`config.mk`:
```
export PLATFORM = sky130hd
export DESIGN_NAME = game_ctrl
export DESIGN_NICKNAME = d
export VERILOG_FILES = /design/src/rtl/game_ctrl_pkg.sv /design/src/rtl/game_ctrl_tick.sv /design/src/rtl/game_ctrl.sv
export SDC_FILE = /design/constraint.sdc
export NUM_CORES = 1
export LEC_CHECK = 0
export CAP_MARGIN = 20
export CORE_ASPECT_RATIO = 1.5
export CORE_MARGIN = 1
export CORE_UTILIZATION = 35
export DETAILED_ROUTE_END_ITERATION = 10
export DONT_BUFFER_PORTS = 1
export SYNTH_ARGS = -nofsm -noshare
export SYNTH_HDL_FRONTEND = slang
export SYNTH_HIERARCHICAL = 1
export SYNTH_SLANG_ARGS = --single-unit
```
`constraint.sdc`:
```
create_clock -name clk_i -period 10.4 [get_ports clk_i]
set_input_delay 1.04 -clock clk_i [delete_from_list [all_inputs] [get_ports clk_i]]
set_output_delay 1.04 -clock clk_i [all_outputs]
set_load 0.005 [all_outputs]
```
`src/rtl/game_ctrl_pkg.sv`:
```
// ----------------------------------------------------------------------------
// game_ctrl_pkg
//  Shared types for the zero-stopwatch game sequencer.
//   msg_t         : message select driven into the 7-segment message mux
//   game_state_t  : round sequencer states
//   WIN_COUNT_MAX : saturation value of the win counter
//   sat_inc8      : saturating 8-bit increment used by the win counter
// ----------------------------------------------------------------------------
package game_ctrl_pkg;

   typedef enum logic [2:0] {
      EMPTY_MSG     = 3'd0,
      WELCOME_MSG   = 3'd1,
      READY_MSG     = 3'd2,
      STOPWATCH_MSG = 3'd3,
      WIN_MSG       = 3'd4
   } msg_t;

   typedef enum logic [2:0] {
      WELCOME = 3'd0,
      READY   = 3'd1,
      RUN     = 3'd2,
      CHECK   = 3'd3,
      WIN     = 3'd4,
      LOSE    = 3'd5,
      FOUL    = 3'd6
   } game_state_t;

   localparam logic [7:0] WIN_COUNT_MAX = 8'd255;

   function automatic logic [7:0] sat_inc8(input logic [7:0] v);
      return (v == WIN_COUNT_MAX) ? v : v + 8'd1;
   endfunction

endpackage

```
`src/rtl/game_ctrl_tick.sv`:
```
// ----------------------------------------------------------------------------
// tick_timer
//  Down-counter measured in tick strobes. A load (which wins over a tick in
//  the same cycle) arms it with value_i, a value of 0 being taken as 1.
//  expired_o is high on the tick that takes the count from 1 to 0, so an
//  armed timer expires on exactly the value_i-th tick after the load.
// Ports
//  clk_i, rst_ni   clock, asynchronous active-low reset
//  load_i          arm the counter with value_i
//  value_i [W]     tick count to arm with
//  tick_i          tick strobe
//  expired_o       combinational expiry strobe (tick_i with count == 1)
// ----------------------------------------------------------------------------
module tick_timer #(
   parameter int W = 16
) (
   input  logic         clk_i,
   input  logic         rst_ni,
   input  logic         load_i,
   input  logic [W-1:0] value_i,
   input  logic         tick_i,
   output logic         expired_o
);

   localparam logic [W-1:0] ONE = {{(W-1){1'b0}}, 1'b1};

   logic [W-1:0] cnt_q, cnt_d;

   // next count: load wins, otherwise count ticks down and park at zero
   always_comb begin
      cnt_d = cnt_q;
      if (load_i) begin
         cnt_d = (value_i == '0) ? ONE : value_i;
      end else if (tick_i && (cnt_q != '0)) begin
         cnt_d = cnt_q - ONE;
      end else begin
         cnt_d = cnt_q;
      end
   end

   // count register
   always_ff @(posedge clk_i or negedge rst_ni) begin
      if (!rst_ni) cnt_q <= '0;
      else         cnt_q <= cnt_d;
   end

   assign expired_o = tick_i && (cnt_q == ONE);

endmodule

```
`src/rtl/game_ctrl.sv`:
```
// ----------------------------------------------------------------------------
// game_ctrl
//  Round sequencer for the zero-stopwatch game:
//  WELCOME -> READY countdown -> RUN stopwatch -> CHECK -> WIN/LOSE, or FOUL
//  on an early stop. All outputs are registered; msg_o and sw_run_o are
//  derived from the current state and so lag a transition by one clock.
// Ports
//  clk_i, rst_ni   clock, asynchronous active-low reset
//  tick_i          1 kHz single-cycle strobe
//  start_i/stop_i  debounced button pulses
//  sw_frac_i [7]   stopwatch hundredths, binary 0..99
//  sw_ovf_i        stopwatch overflow level
//  msg_o           message select for the 7-seg mux
//  sw_run_o        stopwatch count enable
//  sw_clear_o      one-cycle stopwatch clear on READY entry
//  win_o           one-cycle pulse on each win
//  win_count_o [8] saturating win counter
// Configuration
//  GAME_CTRL_BLINK_EN : WIN message blinks WIN_MSG/EMPTY_MSG, BLINK_TICKS
//                       per phase, starting on WIN_MSG. Undefined: steady.
// ----------------------------------------------------------------------------
module game_ctrl
   import game_ctrl_pkg::*;
#(
   parameter int READY_TICKS  = 1500,
   parameter int RESULT_TICKS = 3000,
   parameter int BLINK_TICKS  = 250,
   parameter int TIMER_W      = 16
) (
   input  logic       clk_i,
   input  logic       rst_ni,
   input  logic       tick_i,
   input  logic       start_i,
   input  logic       stop_i,
   input  logic [6:0] sw_frac_i,
   input  logic       sw_ovf_i,
   output msg_t       msg_o,
   output logic       sw_run_o,
   output logic       sw_clear_o,
   output logic       win_o,
   output logic [7:0] win_count_o
);

   game_state_t        state_q, state_d;
   msg_t               msg_q, msg_d, win_msg;
   logic               run_q, run_d, clear_q, clear_d, win_q, win_d;
   logic [7:0]         count_q, count_d;
   logic               entering, tmr_exp;
   logic [TIMER_W-1:0] tmr_value;

   assign entering = (state_d != state_q);

   // round / ready timer, armed on every state entry
   tick_timer #(.W(TIMER_W)) u_timer (
      .clk_i     (clk_i),
      .rst_ni    (rst_ni),
      .load_i    (entering),
      .value_i   (tmr_value),
      .tick_i    (tick_i),
      .expired_o (tmr_exp)
   );

`ifdef GAME_CTRL_BLINK_EN
   logic blink_q, blink_d, blink_load, blink_exp;

   // rearm on WIN entry and at the end of every blink phase
   assign blink_load = (entering && (state_d == WIN)) || blink_exp;

   tick_timer #(.W(TIMER_W)) u_blink (
      .clk_i     (clk_i),
      .rst_ni    (rst_ni),
      .load_i    (blink_load),
      .value_i   (TIMER_W'(BLINK_TICKS)),
      .tick_i    (tick_i),
      .expired_o (blink_exp)
   );

   // blink phase: 0 shows WIN_MSG, restarts at 0 on WIN entry
   always_comb begin
      blink_d = blink_q;
      if (entering && (state_d == WIN)) begin
         blink_d = 1'b0;
      end else if ((state_q == WIN) && blink_exp) begin
         blink_d = ~blink_q;
      end else begin
         blink_d = blink_q;
      end
   end

   // blink phase register
   always_ff @(posedge clk_i or negedge rst_ni) begin
      if (!rst_ni) blink_q <= 1'b0;
      else         blink_q <= blink_d;
   end

   assign win_msg = blink_q ? EMPTY_MSG : WIN_MSG;
`else
   // BLINK_TICKS has no function in the steady-message build
   logic unused_blink;
   assign unused_blink = ^TIMER_W'(BLINK_TICKS);
   assign win_msg      = WIN_MSG;
`endif

   // next state; button events take precedence over timer expiry
   always_comb begin
      state_d = state_q;
      case (state_q)
         WELCOME: if (start_i) state_d = READY; else state_d = WELCOME;
         READY: begin
            if (stop_i)       state_d = FOUL;
            else if (tmr_exp) state_d = RUN;
            else              state_d = READY;
         end
         RUN: begin
            if (sw_ovf_i)    state_d = LOSE;
            else if (stop_i) state_d = CHECK;
            else             state_d = RUN;
         end
         CHECK: state_d = (sw_frac_i == 7'd0) ? WIN : LOSE;
         WIN, LOSE: begin
            if (start_i)      state_d = READY;
            else if (tmr_exp) state_d = WELCOME;
            else              state_d = state_q;
         end
         FOUL: if (tmr_exp) state_d = WELCOME; else state_d = FOUL;
         default: state_d = WELCOME;
      endcase
   end

   // timer length for the state being entered
   always_comb begin
      tmr_value = '0;
      case (state_d)
         READY:           tmr_value = TIMER_W'(READY_TICKS);
         WIN, LOSE, FOUL: tmr_value = TIMER_W'(RESULT_TICKS);
         default:         tmr_value = '0;
      endcase
   end

   // registered outputs; CHECK holds the previous message
   always_comb begin
      msg_d   = msg_q;
      run_d   = 1'b0;
      case (state_q)
         WELCOME: msg_d = WELCOME_MSG;
         READY:   msg_d = READY_MSG;
         RUN: begin
            msg_d = STOPWATCH_MSG;
            run_d = 1'b1;
         end
         CHECK:   msg_d = msg_q;
         WIN:     msg_d = win_msg;
         LOSE:    msg_d = STOPWATCH_MSG;
         FOUL:    msg_d = EMPTY_MSG;
         default: msg_d = EMPTY_MSG;
      endcase
      clear_d = entering && (state_d == READY);
      win_d   = entering && (state_d == WIN);
      count_d = win_d ? sat_inc8(count_q) : count_q;
   end

   // state and output registers
   always_ff @(posedge clk_i or negedge rst_ni) begin
      if (!rst_ni) begin
         state_q <= WELCOME;
         msg_q   <= EMPTY_MSG;
         run_q   <= 1'b0;
         clear_q <= 1'b0;
         win_q   <= 1'b0;
         count_q <= 8'd0;
      end else begin
         state_q <= state_d;
         msg_q   <= msg_d;
         run_q   <= run_d;
         clear_q <= clear_d;
         win_q   <= win_d;
         count_q <= count_d;
      end
   end

   assign msg_o       = msg_q;
   assign sw_run_o    = run_q;
   assign sw_clear_o  = clear_q;
   assign win_o       = win_q;
   assign win_count_o = count_q;

endmodule

```
==> results of run 1 <==
-- through the flow --
stage / cells / cell area [um2] / power (mW)
finish: 308 / 2270 / 0.743
global route: 308 / 2270 / 0.819
CTS: 308 / 2270 / 0.751
detailed placement: 300 / 2190 / 0.653
global placement: 300 / 2190 / 0.648
floorplan: 239 / 2150 / 0.574
-- cells by family (layout without fill, tap and decap cells) --
family                   Yosys count  after routing  synth area share [%]
XOR/XNOR                           6              6                  2.49
AND/OR/NAND/NOR                   99             99                  29.3
buffers and inverters             24             21                  5.04
other                              1             12                 0.178
AO/OA/AOI/OAI                     58             58                  20.0
adder cells (fa/ha/maj)            3              3                  1.78
multiplexers                       4              4                  2.08
flip-flops                        33             33                  39.1
-- cell usage in the layout, fill, tap and decap left out, types with 6 or more instances in the layout --
master / n
dfrtp_1: 33
nor2_1: 21
nand2_1: 18
conb_1: 12
inv_1: 11
nor4_1: 9
a21oi_1: 8
nor3_1: 8
xor2_1: 6
-- registers in the layout (all words and copies together), names as in the netlist --
| signal | cells |
|---|---|
| win_count_o | 8 |
| state_q | 3 |
| u_timer/cnt_q | 16 |
| sw_clear_o | 1 |
| win_o | 1 |
| msg_o | 3 |
| sw_run_o | 1 |
-- final cells by class --
cell class                 instances  area (um2)  area share, %
clock buffer                       6        72.6           3.20
clock inverter                     2        10.0          0.441
inverter                          12        45.0           1.98
multi-input combinational        182        1220           53.7
sequential                        33         826           36.4
tap                               72        90.1           3.97
timing repair buffer               1        7.51          0.331
-- worst paths after layout --
kind | start | to | slack (ns) | cells past startpoint
setup / recovery | u_timer/cnt_q[11]$_DFFE_PN0P_ | u_timer/cnt_q[6]$_DFFE_PN0P_ | 5.99 | 14
hold / removal | rst_ni | u_timer/cnt_q[8]$_DFFE_PN0P_ | 0.44 | 0
setup reg to reg | u_timer/cnt_q[11]$_DFFE_PN0P_ | u_timer/cnt_q[6]$_DFFE_PN0P_ | 5.99 | 14
hold reg to reg | win_count_o[7]$_DFFE_PN0P_ | win_count_o[7]$_DFFE_PN0P_ | 0.54 | 1
max in group asynchronous | rst_ni | win_count_o[3]$_DFFE_PN0P_ | 9.88 | 0
min in group clk_i | win_count_o[7]$_DFFE_PN0P_ | win_count_o[7]$_DFFE_PN0P_ | 0.54 | 1
-- worst max-delay path: stages, from the launching register on --
cell and delay [ns]:
dfrtp_1 0.41, nor4_1 0.55, nand2_1 0.31, nor4_1 0.85, nand2b_1 0.22, o32a_1 0.21, o21ai_1 0.09, a21oi_1 0.16
o32ai_1 0.10, o221ai_1 0.10, buf_4 0.27, clkinv_1 0.41, a41oi_1 0.43, a32oi_1 0.10, o41ai_1 0.08
-- report_power, final --
part	internal, mW	total, mW	switching (mW)
registers	0.189	0.273	0.0836
clock network	0.0464	0.0943	0.0480
logic	0.148	0.377	0.229
-- routing by layer --
layer	up-vias	part of all wire, %	GRT usage, %	wire (um)
li1	878	-	-	-
met1	863	40	19.6	1940
met2	40	53	27.4	2580
met3	7	4.8	3.64	232
met4	0	1.6	7.02	76
met5	-	0	0	0
==> impl_metrics.tcl, run 1 <==
set metrics [dict create \
    outcome "complete, no violations" \
    finalCritPeriodShare_pct 42.4 \
    fin_worst_skew_ns 0.00564 \
    syn-cell-area_mm2 0.00211 \
    worst_pin_slew_ns 0.954 \
    maxCapViolations 0 \
    min_path_type "primary input to async pin" \
    nFillCells 610 \
    routed_via_density 5.81 \
    yosysUniqueCellTypes 66 \
    holdBufCountCts 0 \
    synth_most_common_cell "dfrtp_1" \
    grt_pass1_wl_um 8150 \
    synth_top_area_share_pct 39.1 \
    worst-setup-path-type "flip-flop to flip-flop" \
    power_density_mw_per_mm2 328 \
    setup_viol 0 \
    pin_count 27 \
    slew_headroom_pct 35.9 \
    clock_latency_ns 0.28 \
    ir_drop_mv 0.0828 \
    fmax_mhz 227 \
    netlist_instances 228 \
    h-tree-depth 2 \
    grt_max_degree 34 \
    vias 1788 \
    drtIter0Drc 142 \
    numCtsBuffers 5 \
    cts_max_path_buffers 2 \
    gp_congestion 0.833 \
    dp_hpwl_um 3440 \
    grt_overflow 0 \
    routed_wl_um 4830 \
    synth-edff-count 0 \
    detail-route-antenna-nets 0 \
    startpoint_type "flip-flop" \
    drc 0 \
    crit_required_ns 10.58 \
    p_leak_nw 0.887 \
    initial_core_util_pct 36.5 \
    cts_setup_buffers 0 \
    dieArea_mm2 0.00635 \
    ys_seq_area_share_pct 39.1 \
    holdWs_ns 0.442 \
    synthArstFlopShare_pct 100 \
    die_height_um 97.1 \
    post-route-min-period_ns 4.41 \
    final_nets 251 \
    grt_use_total_pct 16.4 \
    rows 34 \
    grt_pass1_vias 1713 \
    final_hold_viol_count 0 \
    synth_area_leaders "dfrtp_1, nor2_1, nand2_1" \
    clk_pin_slew_ns 0.07 \
    drt-pass1-iter-count 4 \
    area_growth_pct 7.59 \
    netlist_top_cells_count "dfrtp_1, nor2_1, nand2_1" \
    antenna_cells 0 \
    drive_above_1_share_pct 11.4 \
    arrival_ns 4.58 \
    io_buffers 0 \
    coreArea_mm2 0.00579 \
    maxSlewViolCount 0 \
    dp_slack_ns 5.78 \
    clock-sinks 33 \
    syn_avg_cell_area_um2 9.25 \
    synth-main-ff-cell "dfrtp_1" \
    post-synth-top-area-cell "dfrtp_1" \
    critPathMaxFanout 21 \
    cts_tree "yes" \
    clock-root-buffer "clkbuf_8" \
    die_x_um 65.4 \
    setup_tns_ns 0 \
    yosysWarnings 6 \
    setup_ws_ns 5.99 \
    cp-end-kind "flip-flop" \
    antenna_found_initial 0 \
    wl_per_cell_um 15.7 \
    final_util_pct 39.2 \
    rsz0062_at_grt "no" \
    ys_seq_elements 33 \
    cts.repair.resized 0 \
]
Power figures use the tool's default switching activity.
==> inputs of run 2 (changes only) <==
clock period = 4 ns   (was 10.4 ns; I/O delays follow)
==> run 2 against run 1 <==
  * Via count increased by 1.2%
  * Critical endpoint is now u_timer/cnt_q[8]$_DFFE_PN0P_
  * Largest cell class unchanged
  * Clock power increased to 2.7 times the previous value
  * Die area unchanged
  * Sequential power increased to 2.6 times the previous value
  * Non-clock buffer count increased by 6
  * Final cell count increased by 1.9%
==> impl_metrics.tcl, run 2 (synthesized netlist as in run 1, its figures left out) <==
set metrics [dict create \
    regMostFlops "u_timer/cnt_q" \
    drtIter0Drc 86 \
    grt_overflow 0 \
    nFillCells 602 \
    power_density_mw_per_mm2 842 \
    min_path_type "primary input to flip-flop" \
    maxCapViolations 0 \
    coreArea_mm2 0.00579 \
    h-tree-depth 2 \
    routed_wl_um 4910 \
    arrival_ns 3.82 \
    grt_pass1_vias 1847 \
    wl_per_cell_um 15.6 \
    finalNonFillerCells 314 \
    routed_via_density 5.76 \
    rsz0062_at_grt "no" \
    pwr-share-clk_pct 12.8 \
    drive_above_1_share_pct 14.0 \
    antenna_found_initial 0 \
    power_mw 1.97 \
    p_leak_nw 0.920 \
    startpoint_type "flip-flop" \
    clock-root-buffer "clkbuf_8" \
    initial_core_util_pct 36.5 \
    maxSlewViolCount 0 \
    vias 1809 \
    final_cell_area_mm2 0.00234 \
    placed_cell_area_mm2 0.00222 \
    pin_count 27 \
    final_common_cell "dfrtp_1" \
    io_buffers 0 \
    gp_congestion 0.852 \
    final_hold_viol_count 0 \
    setup_tns_ns 0 \
    setup_viol 0 \
    drt-pass1-iter-count 6 \
    rows 34 \
    clk_pin_slew_ns 0.07 \
    detail-route-antenna-nets 0 \
    grt_max_degree 34 \
    fin_worst_skew_ns 0.00572 \
    cts_max_path_buffers 2 \
    clock-sinks 33 \
    cp-end-kind "flip-flop" \
    layout.cells.most_common_list "dfrtp_1, nor2_1, nand2_1" \
    sw_frac_of_total_pct 48.5 \
    finalCritPeriodShare_pct 91.1 \
    worst-setup-path-type "flip-flop to flip-flop" \
    largest_reg_flops 16 \
    area_growth_pct 10.9 \
    cts_setup_buffers 0 \
    outcome "complete, no violations" \
    die_x_um 65.4 \
    grt_pass1_wl_um 8400 \
    dp_hpwl_um 3590 \
    ir_drop_mv 0.312 \
    pwr-share-seq_pct 35.5 \
    setup_ws_ns 0.357 \
    drc 0 \
    crit_required_ns 4.18 \
    fmax_mhz 275 \
    worst_pin_slew_ns 0.971 \
    critPathMaxFanout 10 \
    dieArea_mm2 0.00635 \
    intPower_mw 1.02 \
    slew_headroom_pct 34.8 \
    combPwrFrac_pct 51.7 \
    final_nets 257 \
    dp.cells 304 \
    post-route-min-period_ns 3.64 \
    clock_latency_ns 0.29 \
    dp_slack_ns 0.317 \
    die_height_um 97.1 \
    antenna_cells 0 \
    grt_use_total_pct 16.9 \
    cts_tree "yes" \
    netSwitchingPower_mw 0.956 \
    numCtsBuffers 5 \
]
## run 2: worst paths after layout
| check | start | to | slack [ns] | cells past startpoint |
|---|---|---|---|---|
| worst min register to register | win_count_o[7]$_DFFE_PN0P_ | win_count_o[7]$_DFFE_PN0P_ | 0.54 | 1 |
| worst min-delay path | start_i | sw_clear_o$_DFF_PN0_ | 0.26 | 2 |
| worst max register to register | u_timer/cnt_q[4]$_DFFE_PN0P_ | u_timer/cnt_q[8]$_DFFE_PN0P_ | 0.36 | 12 |
| worst max-delay path | u_timer/cnt_q[4]$_DFFE_PN0P_ | u_timer/cnt_q[8]$_DFFE_PN0P_ | 0.36 | 12 |
| min in group asynchronous | rst_ni | msg_o[2]$_DFFE_PN0P_ | 0.57 | 2 |
| max in group asynchronous | rst_ni | u_timer/cnt_q[15]$_DFFE_PN0P_ | 3.26 | 2 |
## run 2: metrics by stage
| step | utilization [%] | hold WS, ns |
|---|---|---|
| detailed placement | 38.3 | 0.105 |
| global placement | 38.3 | 0.105 |
| floorplan | - | 0.104 |
| global route | 40.4 | 0.284 |
| CTS | 40.3 | 0.247 |
| finish | 40.4 | 0.257 |
## run 2: per-layer routing
metal | routed length (um) | vias up | part of all wire [%] | GRT usage [%]
li1 | - | 886 | - | -
met1 | 1900 | 875 | 39 | 17.9
met2 | 2750 | 42 | 56 | 31.3
met3 | 173 | 6 | 3.5 | 3.40
met4 | 91 | 0 | 1.9 | 6.86
met5 | 0 | - | 0 | 0
## run 2: worst max-delay path, stage by stage, from the launching register on
cell and delay [ns]:
dfrtp_1 0.46, or4b_1 0.63, nor4_1 0.31, buf_4 0.21, nand2b_1 0.13, o32a_1 0.21, o221ai_2 0.11, o21a_1 0.30
nand2_1 0.15, nand2_1 0.17, nor4_1 0.30, a41oi_1 0.22, a211o_1 0.32
## run 2: power groups by stage
stage | sequential (mW) | clock, mW | combinational [mW]
floorplan | 0.612 | 0 | 0.882
global placement | 0.700 | 0 | 1.00
detailed placement | 0.702 | 0 | 1.01
CTS | 0.696 | 0.264 | 1.03
global route | 0.732 | 0.272 | 1.17
finish | 0.700 | 0.251 | 1.02
## run 2: area by class of cell
cell class / count / area [um2] / area share (%)
inverters: 12 / 45.0 / 1.93
flip-flops and latches: 33 / 826 / 35.3
repair buffers: 7 / 67.6 / 2.89
clock buffers: 5 / 68.8 / 2.94
clock inverters: 3 / 17.5 / 0.749
multi-input cells: 182 / 1220 / 52.4
well taps: 72 / 90.1 / 3.85
## run 2: what timing repair did
| item | in CTS | in global routing |
|---|---|---|
| resized for setup | 0 | 1 |
| hold endpoints to repair | 33 | 0 |
| setup endpoints to repair | 0 | 2 |
| hold buffers | 2 | 0 |
